### config.mk
export PLATFORM = sky130hd
export DESIGN_NAME = ddr3_init_sequencer
export DESIGN_NICKNAME = d
export VERILOG_FILES = /design/src/rtl/ddr3_init_pkg.sv /design/src/rtl/ddr3_init_timer.sv /design/src/rtl/ddr3_init_sequencer.sv
export SDC_FILE = /design/constraint.sdc
export NUM_CORES = 1
export LEC_CHECK = 0
export CORE_ASPECT_RATIO = 1.5
export CORE_UTILIZATION = 54
export DETAILED_ROUTE_END_ITERATION = 10
export PLACE_DENSITY = 0.79
export RECOVER_POWER = 25
export SYNTH_ARGS = -nofsm -noshare
export SYNTH_HDL_FRONTEND = slang
export SYNTH_HIERARCHICAL = 1
export SYNTH_SLANG_ARGS = --single-unit
### constraint.sdc
create_clock -name clk_i -period 4.1 [get_ports clk_i]
set_input_delay 0.41 -clock clk_i [delete_from_list [all_inputs] [get_ports clk_i]]
set_output_delay 0.41 -clock clk_i [all_outputs]
set_load 0.02 [all_outputs]
### src/rtl/ddr3_init_pkg.sv
// rtl/ddr3_init_pkg.sv - states, command encodings and MR indices for the DDR3 init sequencer
package ddr3_init_pkg;

  typedef enum logic [3:0] {
    ST_RST_LOW,
    ST_CKE_LOW,
    ST_XPR,
    ST_MRS2,
    ST_MRS3,
    ST_MRS1,
    ST_MRS0,
    ST_ZQCL,
    ST_DONE
  } state_t;

  // {csbar, rasbar, casbar, webar}
  localparam logic [3:0] CMD_DES  = 4'b1111;
  localparam logic [3:0] CMD_MRS  = 4'b0000;
  localparam logic [3:0] CMD_ZQCL = 4'b0110;

  localparam logic [2:0] MR0 = 3'd0;
  localparam logic [2:0] MR1 = 3'd1;
  localparam logic [2:0] MR2 = 3'd2;
  localparam logic [2:0] MR3 = 3'd3;

  localparam int A10_BIT = 10;

endpackage

### src/rtl/ddr3_init_timer.sv
// rtl/ddr3_init_timer.sv - loadable down-counter flagging terminal count zero
module ddr3_init_timer #(
  parameter int unsigned CNT_W = 20
) (
  input  logic             i_clk,
  input  logic             i_load,
  input  logic [CNT_W-1:0] i_load_val,
  output logic             o_expired
);

  logic [CNT_W-1:0] r_cnt;

  // Load wins over counting; the count parks at zero until the next load.
  always_ff @(posedge i_clk) begin
    if (i_load) begin
      r_cnt <= i_load_val;
    end else if (r_cnt != '0) begin
      r_cnt <= r_cnt - CNT_W'(1);
    end
  end

  assign o_expired = (r_cnt == '0);

endmodule

### src/rtl/ddr3_init_sequencer.sv
// rtl/ddr3_init_sequencer.sv - DDR3 reset/CKE/MRS sequencer; DDR3_INIT_ZQCL_EN adds the ZQCL step
module ddr3_init_sequencer #(
  parameter int unsigned CNT_W        = 20,
  parameter int unsigned T_RESET_CYC  = 200000,
  parameter int unsigned T_CKE_CYC    = 500000,
  parameter int unsigned T_XPR_CYC    = 80,
  parameter int unsigned T_MRD_CYC    = 4,
  parameter int unsigned T_MOD_CYC    = 12,
  parameter int unsigned T_ZQINIT_CYC = 512,
  parameter logic [12:0] MR0_VAL      = 13'h0000,
  parameter logic [12:0] MR1_VAL      = 13'h0000,
  parameter logic [12:0] MR2_VAL      = 13'h0000,
  parameter logic [12:0] MR3_VAL      = 13'h0000
) (
  input  logic        clk_i,
  input  logic        rst_i,
  input  logic        restart_i,
  output logic        cke_o,
  output logic        csbar_o,
  output logic        rasbar_o,
  output logic        casbar_o,
  output logic        webar_o,
  output logic [2:0]  ba_o,
  output logic [12:0] a_o,
  output logic        odt_o,
  output logic        resetbar_o,
  output logic        ts_o,
  output logic        ri_o,
  output logic        init_done_o
);

  import ddr3_init_pkg::*;

  state_t           r_state;
  state_t           w_next_state;
  logic             w_enter;
  logic             w_expired;
  logic             w_load;
  logic [CNT_W-1:0] w_dur;
  logic [CNT_W-1:0] w_load_val;

  logic [3:0]  w_cmd;
  logic [2:0]  w_ba;
  logic [12:0] w_a;
  logic        w_resetbar;
  logic        w_cke;
  logic        w_done;

  logic [3:0]  r_cmd;
  logic [2:0]  r_ba;
  logic [12:0] r_a;
  logic        r_resetbar;
  logic        r_cke;
  logic        r_done;

  // State register.
  always_ff @(posedge clk_i) begin
    if (rst_i) begin
      r_state <= ST_RST_LOW;
    end else begin
      r_state <= w_next_state;
    end
  end

  // Next state, plus the pad values that state will present; commands fire only on entry.
  always_comb begin
    w_next_state = r_state;
    case (r_state)
      ST_RST_LOW: if (w_expired) w_next_state = ST_CKE_LOW;
      ST_CKE_LOW: if (w_expired) w_next_state = ST_XPR;
      ST_XPR:     if (w_expired) w_next_state = ST_MRS2;
      ST_MRS2:    if (w_expired) w_next_state = ST_MRS3;
      ST_MRS3:    if (w_expired) w_next_state = ST_MRS1;
      ST_MRS1:    if (w_expired) w_next_state = ST_MRS0;
`ifdef DDR3_INIT_ZQCL_EN
      ST_MRS0:    if (w_expired) w_next_state = ST_ZQCL;
`else
      ST_MRS0:    if (w_expired) w_next_state = ST_DONE;
`endif
      ST_ZQCL:    if (w_expired) w_next_state = ST_DONE;
      ST_DONE:    if (restart_i) w_next_state = ST_RST_LOW;
      default:    w_next_state = ST_RST_LOW;
    endcase

    w_enter    = (w_next_state != r_state);
    w_resetbar = (w_next_state != ST_RST_LOW);
    w_cke      = (w_next_state != ST_RST_LOW) && (w_next_state != ST_CKE_LOW);
    w_done     = (w_next_state == ST_DONE);

    w_cmd = CMD_DES;
    w_ba  = '0;
    w_a   = '0;
    if (w_enter) begin
      case (w_next_state)
        ST_MRS2: begin w_cmd = CMD_MRS; w_ba = MR2; w_a = MR2_VAL; end
        ST_MRS3: begin w_cmd = CMD_MRS; w_ba = MR3; w_a = MR3_VAL; end
        ST_MRS1: begin w_cmd = CMD_MRS; w_ba = MR1; w_a = MR1_VAL; end
        ST_MRS0: begin w_cmd = CMD_MRS; w_ba = MR0; w_a = MR0_VAL; end
        ST_ZQCL: begin w_cmd = CMD_ZQCL; w_a[A10_BIT] = 1'b1; end
        default: ;
      endcase
    end
  end

  // Dwell time of the state being entered; MR0 dwell is tMOD because the next command follows it.
  always_comb begin
    w_dur = CNT_W'(1);
    case (w_next_state)
      ST_RST_LOW: w_dur = CNT_W'(T_RESET_CYC);
      ST_CKE_LOW: w_dur = CNT_W'(T_CKE_CYC);
      ST_XPR:     w_dur = CNT_W'(T_XPR_CYC);
      ST_MRS2:    w_dur = CNT_W'(T_MRD_CYC);
      ST_MRS3:    w_dur = CNT_W'(T_MRD_CYC);
      ST_MRS1:    w_dur = CNT_W'(T_MRD_CYC);
      ST_MRS0:    w_dur = CNT_W'(T_MOD_CYC);
      ST_ZQCL:    w_dur = CNT_W'(T_ZQINIT_CYC);
      default:    w_dur = CNT_W'(1);
    endcase
  end

  // The reset edge is not a sequence cycle, so it preloads the full tRESET rather than tRESET-1.
  assign w_load     = rst_i | w_enter;
  assign w_load_val = rst_i ? CNT_W'(T_RESET_CYC) : (w_dur - CNT_W'(1));

  ddr3_init_timer #(
    .CNT_W (CNT_W)
  ) u_timer (
    .i_clk      (clk_i),
    .i_load     (w_load),
    .i_load_val (w_load_val),
    .o_expired  (w_expired)
  );

  // Pad-facing output registers.
  always_ff @(posedge clk_i) begin
    if (rst_i) begin
      r_cmd      <= CMD_DES;
      r_ba       <= '0;
      r_a        <= '0;
      r_resetbar <= 1'b0;
      r_cke      <= 1'b0;
      r_done     <= 1'b0;
    end else begin
      r_cmd      <= w_cmd;
      r_ba       <= w_ba;
      r_a        <= w_a;
      r_resetbar <= w_resetbar;
      r_cke      <= w_cke;
      r_done     <= w_done;
    end
  end

  assign csbar_o     = r_cmd[3];
  assign rasbar_o    = r_cmd[2];
  assign casbar_o    = r_cmd[1];
  assign webar_o     = r_cmd[0];
  assign ba_o        = r_ba;
  assign a_o         = r_a;
  assign resetbar_o  = r_resetbar;
  assign cke_o       = r_cke;
  assign init_done_o = r_done;

  // DQ drivers, receivers and ODT stay off; the scheduler takes them over after init.
  assign odt_o = 1'b0;
  assign ts_o  = 1'b0;
  assign ri_o  = 1'b0;

endmodule
== After elaboration in Yosys (flattened, before gate mapping) ==
Memories as Yosys holds them, arrays and structs flattened.
Index checks and enable logic that the tools add are counted.
W data, S select, Z words.

* Add/subtract/negate cells: 2
* Bitwise logic cells: 2
* Reduce and logical (&&, ||, !) cells: 9
* Mux-type cells: 16
* Eq/ne operators: 16

{| class="wikitable"
|+ Operator list
! operator !! number
|-
| $mux W20 || 4
|-
| $sub A20 B1 Y20 const B || 2
|-
| $eq A4 B3 Y1 const B || 8
|-
| $mux W4 || 8
|-
| $pmux W4 S8 || 1
|-
| $logic_not A20 Y1 || 1
|-
| $reduce_bool A20 Y1 || 1
|-
| $eq A4 B2 Y1 const B || 3
|-
| $eq A4 B4 Y1 const B || 2
|-
| $pmux W4 S2 || 1
|-
| $pmux W2 S3 || 1
|-
| $eq A4 B1 Y1 const B || 1
|-
| $logic_not A4 Y1 || 1
|-
| $ne A4 B1 Y1 const B || 1
|-
| $ne A4 B4 Y1 || 1
|-
| $reduce_bool A4 Y1 || 1
|-
| $reduce_or A2 Y1 || 2
|-
| $reduce_or A4 Y1 || 1
|-
| $reduce_bool A2 Y1 || 1
|-
| $logic_and A1 B1 Y1 || 1
|-
| $mux W1 || 1
|-
| $not A1 Y1 || 1
|-
| $or A1 B1 Y1 || 1
|}

* Logic and storage cells: 55
* Flip-flop bits (word level): 47
* Output and inout port bits: 26
* Memory bits (read-only): 112
* Memories: 1

{| class="wikitable"
|+ Memories
! name !! depth !! width !! read ports !! clocked after Yosys merged registers in !! wr ports !! line !! RTL
|-
| (no name shown) || 8 || 14 || 1 || 0 || 0 || ddr3_init_sequencer.sv:108 || <nowiki>case (w_next_state)</nowiki>
|}

== Logic depth before layout (Yosys ltp) ==
Gate-level depths: netlist of run 1.
An unclocked memory read counts as a cell.

* Depth in word-level cells: 8
* Gate-level depth with buffers: 12

== Modules after synthesis ==
Netlist of run 1, hierarchy kept.

{| class="wikitable"
|+ Modules (own cells, without submodules)
! module !! cells each !! times used !! area each (um^2) !! sequential area each (um^2)
|-
| ddr3_init_timer || 122 || 1 || 1,236.2 || 600.6
|-
| ddr3_init_sequencer || 104 || 1 || 820.8 || 240.2
|}

== Worst setup path after synthesis of run 1 ==
OpenSTA, ideal clock, no wires.

* Path type: register -> register
* Start point: reg u_timer.r_cnt[16]
* End point: reg u_timer.r_cnt[0], enable pin
* Data required time: 3.723 ns
* Slack: 0.653 ns
* Library setup time: 0.377 ns
* Arrival time: 3.071 ns
* Stages on the path, launching flop included: 11
* Period minus slack after synthesis: 3.447 ns
* Path through: edfxtp_1 > or4_1 > or4_4 > nor4_4 > clkbuf_1 > nor2_1 > a21oi_1 > or2_2 > clkbuf_1 > inv_1 > nand2_1

* Longest elaborated chain between the ends: 6
* Elaborated cells on any way between the ends: 13
* Those cells by class: eq/ne: 1; mux: 8; bitwise: 1; reduce/logical: 3

{| class="wikitable"
|+ RTL lines
! element !! line !! RTL
|-
| from (decl) || ddr3_init_timer.sv:11 || <nowiki>logic [CNT_W-1:0] r_cnt;</nowiki>
|-
| from (signal assigned) || ddr3_init_timer.sv:16 || <nowiki>r_cnt <= i_load_val;</nowiki>
|-
| from (signal assigned) || ddr3_init_timer.sv:18 || <nowiki>r_cnt <= r_cnt - CNT_W'(1);</nowiki>
|-
| $logic_not A20 Y1 * || ddr3_init_timer.sv:22 || <nowiki>assign o_expired = (r_cnt == '0);</nowiki>
|-
| net w_expired || ddr3_init_sequencer.sv:37 || <nowiki>logic w_expired;</nowiki>
|-
| $mux W4, or another cell as far along || ddr3_init_sequencer.sv:78, ddr3_init_sequencer.sv:80 ||
|-
| $pmux W4 S8 * || ddr3_init_sequencer.sv:68 || <nowiki>case (r_state)</nowiki>
|-
| $ne A4 B4 Y1 * || ddr3_init_sequencer.sv:85 || <nowiki>w_enter = (w_next_state != r_state);</nowiki>
|-
| $or A1 B1 Y1 * || ddr3_init_sequencer.sv:122 || <nowiki>assign w_load = rst_i | w_enter;</nowiki>
|-
| net w_load || ddr3_init_sequencer.sv:38 || <nowiki>logic w_load;</nowiki>
|-
| $reduce_bool A2 Y1 (no source line) * || - ||
|}

The timed path passes the listed nets; every way through them passes the cells marked *.
A chain may end at the register's enable or synchronous reset.

== Final worst setup path of run 1 ==
* Start point: reg u_timer.r_cnt[16]
* End point: reg u_timer.r_cnt[8], enable pin

The elaborated chain is that of the path after synthesis.

==> flow_metrics.tcl, run 1 <==
set metrics [dict create \
    outcome "finished clean" \
    p_clk_frac 0.382 \
    synth_area_leaders "sky130_fd_sc_hd__edfxtp_1 (29%), sky130_fd_sc_hd__dfxtp_1 (12%), sky130_fd_sc_hd__buf_4 (6.6%), sky130_fd_sc_hd__nand2_1 (4.6%), sky130_fd_sc_hd__xor2_1 (4.3%)" \
    grt_util_all_layers 0.224 \
    synth-seq-area-share 0.409 \
    vias_per_cell 5.63 \
    synth.cell_area_um2 2060 \
    required_ns 4.06 \
    combinationalPowerShare 0.116 \
    final_net_count 242 \
    final.setup.tns_ns 0 \
    ys_ff_latch 32 \
    p_total_mw 0.777 \
    max_cap_viol_count 0 \
    max_clock_freq_ghz 0.307 \
    final.setup.worst_slack_ns 0.842 \
    finalCoreUtilization 0.616 \
    power_density_nw_per_um2 346 \
    timing.max_slew.rel_slack 0.478 \
    core_area_um2 3650 \
    share_of_the_synthesized_area_in_the_top_cell_type 0.292 \
    finalHoldWorstSlack_ns 0.658 \
    synthMostInstantiatedCell "sky130_fd_sc_hd__nand2_1" \
    top_level_ports 29 \
    yosys_most_used_dff "sky130_fd_sc_hd__edfxtp_1" \
    numClockSinks 32 \
    clock_insertion_delay_worst_skew_ns 0.28 \
    fillCellCount 317 \
    clockBufferDepth 2 \
    synth_cells 226 \
    grt_start_max_net_pins 35 \
    die_area_um2 4070 \
    synth_async_sr_flop_share 0 \
    number_of_antenna_violations_at_the_first_check_in_global_routing 0 \
    final_routed_wirelength_um 3930 \
    layout_min_cycle_time_ns 3.26 \
    vias 1583 \
    netSwitchingPower_mw 0.197 \
    finalInstanceArea_um2 2250 \
    final-instance-count-excl-fill 281 \
    p_leak_nw 0.814 \
    grt_overflow 0 \
    initialDrtViolationCount 33 \
    unrepaired_setup_endpoints_after_global_routing "no" \
    synth.avg_cell_area_um2 9.10 \
    post_cts.repair.setup_buffers 0 \
    antenna_cells 0 \
    pre_cts_slack_ns 0.886 \
    clock-skew-final_ns 0.00669 \
    gp_routability_congestion 0.836 \
    fp.dieW_um 52.4 \
    endpoint_kind "flip-flop" \
    yosys_warnings 6 \
    power.share.switching 0.254 \
    die_height_um 77.6 \
    cts.root.buffer_cell "sky130_fd_sc_hd__clkbuf_8" \
    numPlacedInstances 273 \
    cts_made_buffers 5 \
    synth.lib_cells_used.distinct 46 \
    clkTransAtPathRegs_ns 0.06 \
    finalCritPeriodShare 0.795 \
    worst_ir_drop_vdd_mv 0.342 \
    timing_worst_slew_pin_value_ns 0.782 \
    share_of_post_route_cells_with_drive_strength_above_1 0.0882 \
    number_of_optimization_iterations_in_the_first_detailed_route_pass 4 \
    finalMaxSlewViolations 0 \
    num_rows 27 \
    cts_resized 0 \
    count_of_flip_flops_with_a_built_in_enable_after_synthesis 20 \
    final-setup-viol-count 0 \
    arrival_ns 3.22 \
    pwr-share-seq 0.502 \
    drc_errors 0 \
    synth_top_area_cell "sky130_fd_sc_hd__edfxtp_1" \
    areaGrowthSynthToFinish_pct 9.25 \
    cts_hold_repair.buffers 0 \
    dp.final_hpwl_um 2850 \
    post_dp_cell_area_um2 2140 \
    h-tree-depth 2 \
    synth_commonest_cells "sky130_fd_sc_hd__nand2_1 (25), sky130_fd_sc_hd__edfxtp_1 (20), sky130_fd_sc_hd__buf_4 (18), sky130_fd_sc_hd__o21ai_0 (17), sky130_fd_sc_hd__nor2_1 (15)" \
    final_antenna_net_count 0 \
    first_pass_grt_wire_length_um 6770 \
    number_of_global_route_vias_before_repair 1520 \
    crit_fanout 20 \
    internal_power_mw 0.580 \
    place.port_buffers 12 \
    tritoncts "built" \
    detail_route.wl_per_cell_um 14.0 \
    hold_viol_final 0 \
    hp-class "flip-flop to flip-flop" \
    initial_core_util 0.564 \
    critical_path_class "flip-flop to flip-flop" \
    critPathLaunchType "flip-flop" \
]
registers in the layout, summed over array words and instances (netlist names):
| signal | count |
|---|---|
| u_timer/r_cnt | 20 |
| r_state | 4 |
| ba_o | 2 |
| r_cmd | 2 |
| a_o | 1 |
| cke_o | 1 |
| init_done_o | 1 |
| resetbar_o | 1 |
cell type report:
class	count	area, um^2	share of cell area
inverters	6	22.5	0.0100
flip-flops and latches	32	841	0.374
clock inverters	2	35.0	0.0156
well taps	43	53.8	0.0239
clock buffers	6	72.6	0.0323
repair buffers	15	143	0.0635
multi-input cells	177	1080	0.481
worst paths after layout:
path	slack [ns]	to	depth (start not counted)	from
max	0.84	u_timer/r_cnt[8]	9	u_timer/r_cnt[16]
min reg2reg	0.66	u_timer/r_cnt[0]	1	u_timer/r_cnt[0]
min	0.66	u_timer/r_cnt[0]	1	u_timer/r_cnt[0]
max reg2reg	0.84	u_timer/r_cnt[8]	9	u_timer/r_cnt[16]
layer usage:
layer  up-vias  wire [um]  GRT usage
met4         0         62     0.0921
met1       748       1590      0.260
li1        794          -          -
met5         -          0          0
met2        35       2150      0.387
met3         6        124     0.0431
cells by family after synthesis:
family	after synthesis	share of synthesized area
AND/OR/NAND/NOR	94	0.266
buffers and inverters	37	0.101
adder cells (fa/ha/maj)	2	0.0122
XOR/XNOR	17	0.0724
multiplexers	2	0.0158
AO/OA/AOI/OAI	41	0.122
flip-flops	32	0.409
other	1	0.00182
power groups by stage:
stage / combinational, mW / sequential, mW / clock, mW
after floorplan: 0.0845 / 0.390 / 0
final: 0.0901 / 0.390 / 0.297
after detailed placement: 0.0895 / 0.397 / 0
after global routing: 0.103 / 0.392 / 0.315
after global placement: 0.0880 / 0.396 / 0
after CTS: 0.0904 / 0.390 / 0.303
placed cells by master, fill, tap and decap left out, drive strengths merged, types with 4 or more instances in the layout:
cell type and n:
nand2 25, clkbuf 6, or4 6, conb 21, nor4 12, nand3 5, a21oi 5, nand4 5
nor3 6, a31oi 4, nor2b 8, dfxtp 12, edfxtp 20, nor2 15, o21ai 19, xnor2 7
inv 6, dlygate4sd3 10, xor2 10
critical path, stage by stage, from the launching register on:
cell                       delay, ns
sky130_fd_sc_hd__edfxtp_1       0.46
sky130_fd_sc_hd__or4_1          0.56
sky130_fd_sc_hd__or4_1          0.47
sky130_fd_sc_hd__nor4_4         0.59
sky130_fd_sc_hd__nor2_1         0.15
sky130_fd_sc_hd__a21oi_1        0.14
sky130_fd_sc_hd__or2_2          0.13
sky130_fd_sc_hd__inv_1          0.09
sky130_fd_sc_hd__nand2_1        0.07
sky130_fd_sc_hd__buf_4          0.27
(Power assumes the default switching activity.)
==> run 2, diff against run 1 <==
- CORE_UTILIZATION: 54 -> 49
- PLACE_DENSITY: 0.79 -> 0.76
- clock period: 4.1 -> 2.9 ns (I/O delays scaled with it)
==> run 2 against run 1 <==
Clock skew barely moved. Highest routed layer unchanged. Flip-flop and latch count did not move. Core utilization decreased by 1.2 points. Maximum frequency increased by 16%.
==> flow_metrics.tcl, run 2 (synthesis gave the netlist of run 1 again) <==
set metrics [dict create \
    place.port_buffers 12 \
    finalMaxSlewViolations 0 \
    final_antenna_net_count 0 \
    power.share.switching 0.277 \
    number_of_optimization_iterations_in_the_first_detailed_route_pass 5 \
    registers.top_by_ff_count "u_timer/r_cnt" \
    max_clock_freq_ghz 0.355 \
    die_area_um2 4470 \
    grt_util_all_layers 0.210 \
    netSwitchingPower_mw 0.286 \
    largest_register_ffs 20 \
    hold_path_stages 1 \
    final-setup-viol-count 0 \
    final_net_count 257 \
    final_routed_wirelength_um 4160 \
    areaGrowthSynthToFinish_pct 17.3 \
    clock-skew-final_ns 0.00707 \
    dp.final_hpwl_um 2900 \
    critPathMaxStageDelay_ns 0.53 \
    combinationalPowerShare 0.138 \
    unrepaired_setup_endpoints_after_global_routing "yes" \
    outcome "finished clean" \
    detail_route.wl_per_cell_um 13.9 \
    timing.max_slew.rel_slack 0.540 \
    layout.cells.most_common "sky130_fd_sc_hd__nand2_1" \
    p_clk_frac 0.328 \
    first_pass_grt_wire_length_um 6730 \
    numPlacedInstances 284 \
    finalHoldWorstSlack_ns 0.633 \
    cp_slowest_cell "sky130_fd_sc_hd__or4_4" \
    max_cap_viol_count 0 \
    finalCoreUtilization 0.604 \
    cts.root.buffer_cell "sky130_fd_sc_hd__clkbuf_8" \
    clkTransAtPathRegs_ns 0.07 \
    core_area_um2 3990 \
    crit_path_cell_trace "or4_4, or4_4, nor4_4, buf_4, nor2_2, a21oi_2, or2_4, buf_12, o21ai_0" \
    finalCritPeriodShare 0.970 \
    number_of_antenna_violations_at_the_first_check_in_global_routing 0 \
    critPathLaunchType "flip-flop" \
    p_total_mw 1.03 \
    critical_path_cell_count 9 \
    reg_top3 "u_timer/r_cnt (20), r_state (4)" \
    drc_errors 0 \
    critPathBufInv 2 \
    required_ns 2.93 \
    tritoncts "built" \
    critical_path_class "flip-flop to flip-flop" \
    power_density_nw_per_um2 427 \
    cts_made_buffers 5 \
    family_of_cells_with_the_greatest_summed_delay_on_the_critical_path "simple AND/OR/NAND/NOR gates" \
    vias 1661 \
    fp.dieW_um 54.9 \
    register_area_um2 841 \
    pwr-share-seq 0.534 \
    clock_insertion_delay_worst_skew_ns 0.29 \
    numClockSinks 32 \
    arrival_ns 2.84 \
    critPathMostFrequentCell "sky130_fd_sc_hd__or4_4" \
    p_leak_nw 0.900 \
    initialDrtViolationCount 45 \
    hold_viol_final 0 \
    pre_cts_slack_ns 0.0929 \
    multi_input_comb_area_um2 1140 \
    num_rows 28 \
    clockBufferDepth 2 \
    timing.reg2reg.worst_path_depth 9 \
    worst_ir_drop_vdd_mv 0.311 \
    share_of_post_route_cells_with_drive_strength_above_1 0.178 \
    timing_worst_slew_pin_value_ns 0.689 \
    final.setup.worst_slack_ns 0.0868 \
    fillCellCount 366 \
    final-instance-count-excl-fill 298 \
    number_of_global_route_vias_before_repair 1523 \
    most-common-layout-cells "sky130_fd_sc_hd__nand2_1 (24), sky130_fd_sc_hd__conb_1 (21), sky130_fd_sc_hd__edfxtp_1 (20), sky130_fd_sc_hd__o21ai_0 (17)" \
    grt_overflow 0 \
    die_height_um 81.4 \
    initial_core_util 0.515 \
    antenna_cells 0 \
    grt_start_max_net_pins 31 \
    layout_min_cycle_time_ns 2.81 \
    top_level_ports 29 \
    vias_per_cell 5.57 \
    crit_fanout 30 \
    endpoint_kind "flip-flop" \
    hp-class "flip-flop to flip-flop" \
    h-tree-depth 2 \
    internal_power_mw 0.745 \
    gp_routability_congestion 0.821 \
]
run 2: power groups by stage:
| stage | combinational [mW] | clock [mW] | sequential, mW |
|---|---|---|---|
| 3_3_place_gp | 0.136 | 0 | 0.558 |
| 6_report | 0.142 | 0.338 | 0.550 |
| 3_5_place_dp | 0.138 | 0 | 0.559 |
| 5_1_grt | 0.159 | 0.366 | 0.553 |
| 4_1_cts | 0.139 | 0.348 | 0.550 |
| 2_1_floorplan | 0.125 | 0 | 0.552 |
run 2: per-layer routing:
metal | routed length (um) | GRT usage | share of wire
met4 | 92 | 0.0975 | 0.022
met1 | 1720 | 0.248 | 0.41
met2 | 2210 | 0.349 | 0.53
met3 | 135 | 0.0468 | 0.032
met5 | 0 | 0 | 0
run 2: layout make-up:
cell class | count | share of cell area
Tap cell | 45 | 0.0233
Inverter | 6 | 0.0104
Multi-Input combinational cell | 178 | 0.473
Clock inverter | 2 | 0.00622
Sequential cell | 32 | 0.349
Timing Repair Buffer | 29 | 0.108
Clock buffer | 6 | 0.0301
run 2: timing repair:
action,4_1_cts,5_1_grt
endpoints found under the hold margin,0,0
endpoints found under the setup margin,0,6
buffers inserted,0,4
hold buffers,0,0
resized for setup,0,7
run 2: path summary, 6_finish.rpt:
| check | start | to | slack, ns |
|---|---|---|---|
| max | u_timer/r_cnt[18] | u_timer/r_cnt[2] | 0.09 |
| min | u_timer/r_cnt[0] | u_timer/r_cnt[0] | 0.63 |
| max reg2reg | u_timer/r_cnt[18] | u_timer/r_cnt[2] | 0.09 |
| min reg2reg | u_timer/r_cnt[0] | u_timer/r_cnt[0] | 0.63 |
run 2: through the flow:
step	setup TNS, ns	cell area [um^2]
after global routing	-0.386	2410
after CTS	0	2340
final	0	2410
after global placement	0	2250
after floorplan	0	2200
after detailed placement	0	2250
==> run 3, diff against run 2 <==
- CORE_ASPECT_RATIO: 1.5 -> 1.75
==> run 3 against run 2 <==
Sequential share of layout area is 0.55 points higher. Critical path type unchanged. Design area shrank 1.6%. Core utilization shrank 0.15 points. Critical path depth stayed put. Setup slack better by 0.013 ns. Sequential power about the same. Global-route usage up 0.15 points. Power is 3.4% higher. Critical endpoint is now u_timer/r_cnt[4]. Maximum frequency grew 0.48%. Die area is 0.11% higher. Register-to-register slack hardly changed.
==> flow_metrics.tcl, run 3 (synthesis gave the netlist of run 1 again) <==
set metrics [dict create \
    outcome "finished clean" \
    final_routed_wirelength_um 4320 \
    first_pass_grt_wire_length_um 7080 \
    final.setup.tns_ns 0 \
    gp_routability_congestion 0.814 \
    layout_min_cycle_time_ns 2.80 \
    most-common-layout-cells "sky130_fd_sc_hd__nand2_1 (24), sky130_fd_sc_hd__conb_1 (21), sky130_fd_sc_hd__edfxtp_1 (20), sky130_fd_sc_hd__o21ai_0 (17), sky130_fd_sc_hd__nor2_1 (14)" \
    largest_register_ffs 20 \
    grt_util_all_layers 0.212 \
    layout.cells.most_common "sky130_fd_sc_hd__nand2_1" \
    combinationalPowerShare 0.132 \
    pwr-share-seq 0.519 \
    crit_path_cell_trace "or4_4, or4_4, nor4_4, buf_12, a211oi_1, mux2i_2, a21oi_1, nand2_1, o21ai_0" \
    power_density_nw_per_um2 449 \
    endpoint_kind "flip-flop" \
    clock-skew-final_ns 0.00436 \
    cts_hold_repair.buffers 0 \
    detail_route.wl_per_cell_um 14.6 \
    cp_slowest_cell "sky130_fd_sc_hd__or4_4" \
    p_clk_frac 0.349 \
    number_of_antenna_violations_at_the_first_check_in_global_routing 0 \
    netSwitchingPower_mw 0.276 \
    h-tree-depth 2 \
    timing.max_slew.rel_slack 0.551 \
    critPathMostFrequentCell "sky130_fd_sc_hd__or4_4" \
    hp-class "flip-flop to flip-flop" \
    timing_worst_slew_pin_value_ns 0.673 \
    arrival_ns 2.83 \
    clkTransAtPathRegs_ns 0.06 \
    final-setup-viol-count 0 \
    initial_core_util 0.522 \
    numClockSinks 32 \
    cts_made_buffers 5 \
    final-instance-count-excl-fill 296 \
    unrepaired_setup_endpoints_after_global_routing "no" \
    finalMaxSlewViolations 0 \
    critical_path_class "flip-flop to flip-flop" \
    share_of_post_route_cells_with_drive_strength_above_1 0.149 \
    top_level_ports 29 \
    fp.dieW_um 51.0 \
    grt_overflow 0 \
    grt_start_max_net_pins 21 \
    power.share.switching 0.259 \
    number_of_global_route_vias_before_repair 1602 \
    vias_per_cell 5.51 \
    timing.reg2reg.setup_slack_ns 0.10 \
    antenna_cells 0 \
    number_of_optimization_iterations_in_the_first_detailed_route_pass 4 \
    core_area_um2 3940 \
    areaGrowthSynthToFinish_pct 15.5 \
    registers.top_by_ff_count "u_timer/r_cnt" \
    final_net_count 252 \
    hold_viol_final 0 \
    vias 1631 \
    crit_fanout 15 \
    clockBufferDepth 2 \
    numPlacedInstances 285 \
    reg_top3 "u_timer/r_cnt (20), r_state (4)" \
    final_antenna_net_count 0 \
    die_area_um2 4470 \
    worst_ir_drop_vdd_mv 0.350 \
    drc_errors 0 \
    required_ns 2.93 \
    clock_insertion_delay_worst_skew_ns 0.28 \
    tritoncts "built" \
    critPathMaxStageDelay_ns 0.54 \
    p_leak_nw 0.870 \
    num_rows 30 \
    place.port_buffers 12 \
    max_cap_viol_count 0 \
    critPathLaunchType "flip-flop" \
    initialDrtViolationCount 31 \
    cts.root.buffer_cell "sky130_fd_sc_hd__clkbuf_8" \
    finalCritPeriodShare 0.965 \
    dp.final_hpwl_um 3120 \
    die_height_um 87.7 \
    max_clock_freq_ghz 0.357 \
    internal_power_mw 0.789 \
]
## run 3: critical path, delay by kind of cell (launching register included)
kind	cells	cell delay [ns]
AND/OR/NAND/NOR	4	1.28
flip-flops	1	0.43
AO/OA/AOI/OAI	3	0.34
buffers and inverters	1	0.19
multiplexers	1	0.31
## run 3: final timing paths
path	depth (start not counted)	endpoint	startpoint
setup reg to reg	9	u_timer/r_cnt[4]	u_timer/r_cnt[18]
hold reg to reg	1	u_timer/r_cnt[0]	u_timer/r_cnt[0]
setup / recovery	9	u_timer/r_cnt[4]	u_timer/r_cnt[18]
hold / removal	1	u_timer/r_cnt[0]	u_timer/r_cnt[0]
## run 3: layout make-up
class,instances,area [um^2]
clock buffers,8,100
fillers,370,1570
inverters,6,25.0
multi-input cells,178,1130
flip-flops and latches,32,841
well taps,48,60.1
repair buffers,24,223
## run 3: power by group through the flow
stage | clock, mW | combinational (mW) | sequential (mW)
floorplan | 0 | 0.125 | 0.552
global placement | 0 | 0.135 | 0.560
detailed placement | 0 | 0.136 | 0.562
CTS | 0.383 | 0.138 | 0.552
global route | 0.401 | 0.156 | 0.557
finish | 0.372 | 0.140 | 0.553
## run 3: layer usage
metal | vias up | GRT usage | part of all wire
li1 | 817 | - | -
met1 | 774 | 0.227 | 0.38
met2 | 31 | 0.392 | 0.57
met3 | 9 | 0.0365 | 0.022
met4 | 0 | 0.0960 | 0.022
met5 | - | 0 | 0
## run 3: what timing repair did
item,CTS,global route
endpoints found under the setup margin,0,17
endpoints found under the hold margin,0,0
buffers inserted,0,2
gates resized for setup,0,1
## run 3: per-stage QoR
| stage | area, um^2 | util | power [mW] | hold WS, ns | setup WS [ns] |
|---|---|---|---|---|---|
| floorplan | 2200 | - | 0.677 | 0.587 | 0.0154 |
| global placement | 2240 | 0.568 | 0.695 | 0.642 | 0.156 |
| detailed placement | 2240 | 0.568 | 0.698 | 0.645 | 0.109 |
| CTS | 2340 | 0.594 | 1.07 | 0.654 | 0.0840 |
| global route | 2370 | 0.603 | 1.11 | 0.689 | 0.00294 |
| finish | 2370 | 0.603 | 1.07 | 0.657 | 0.100 |
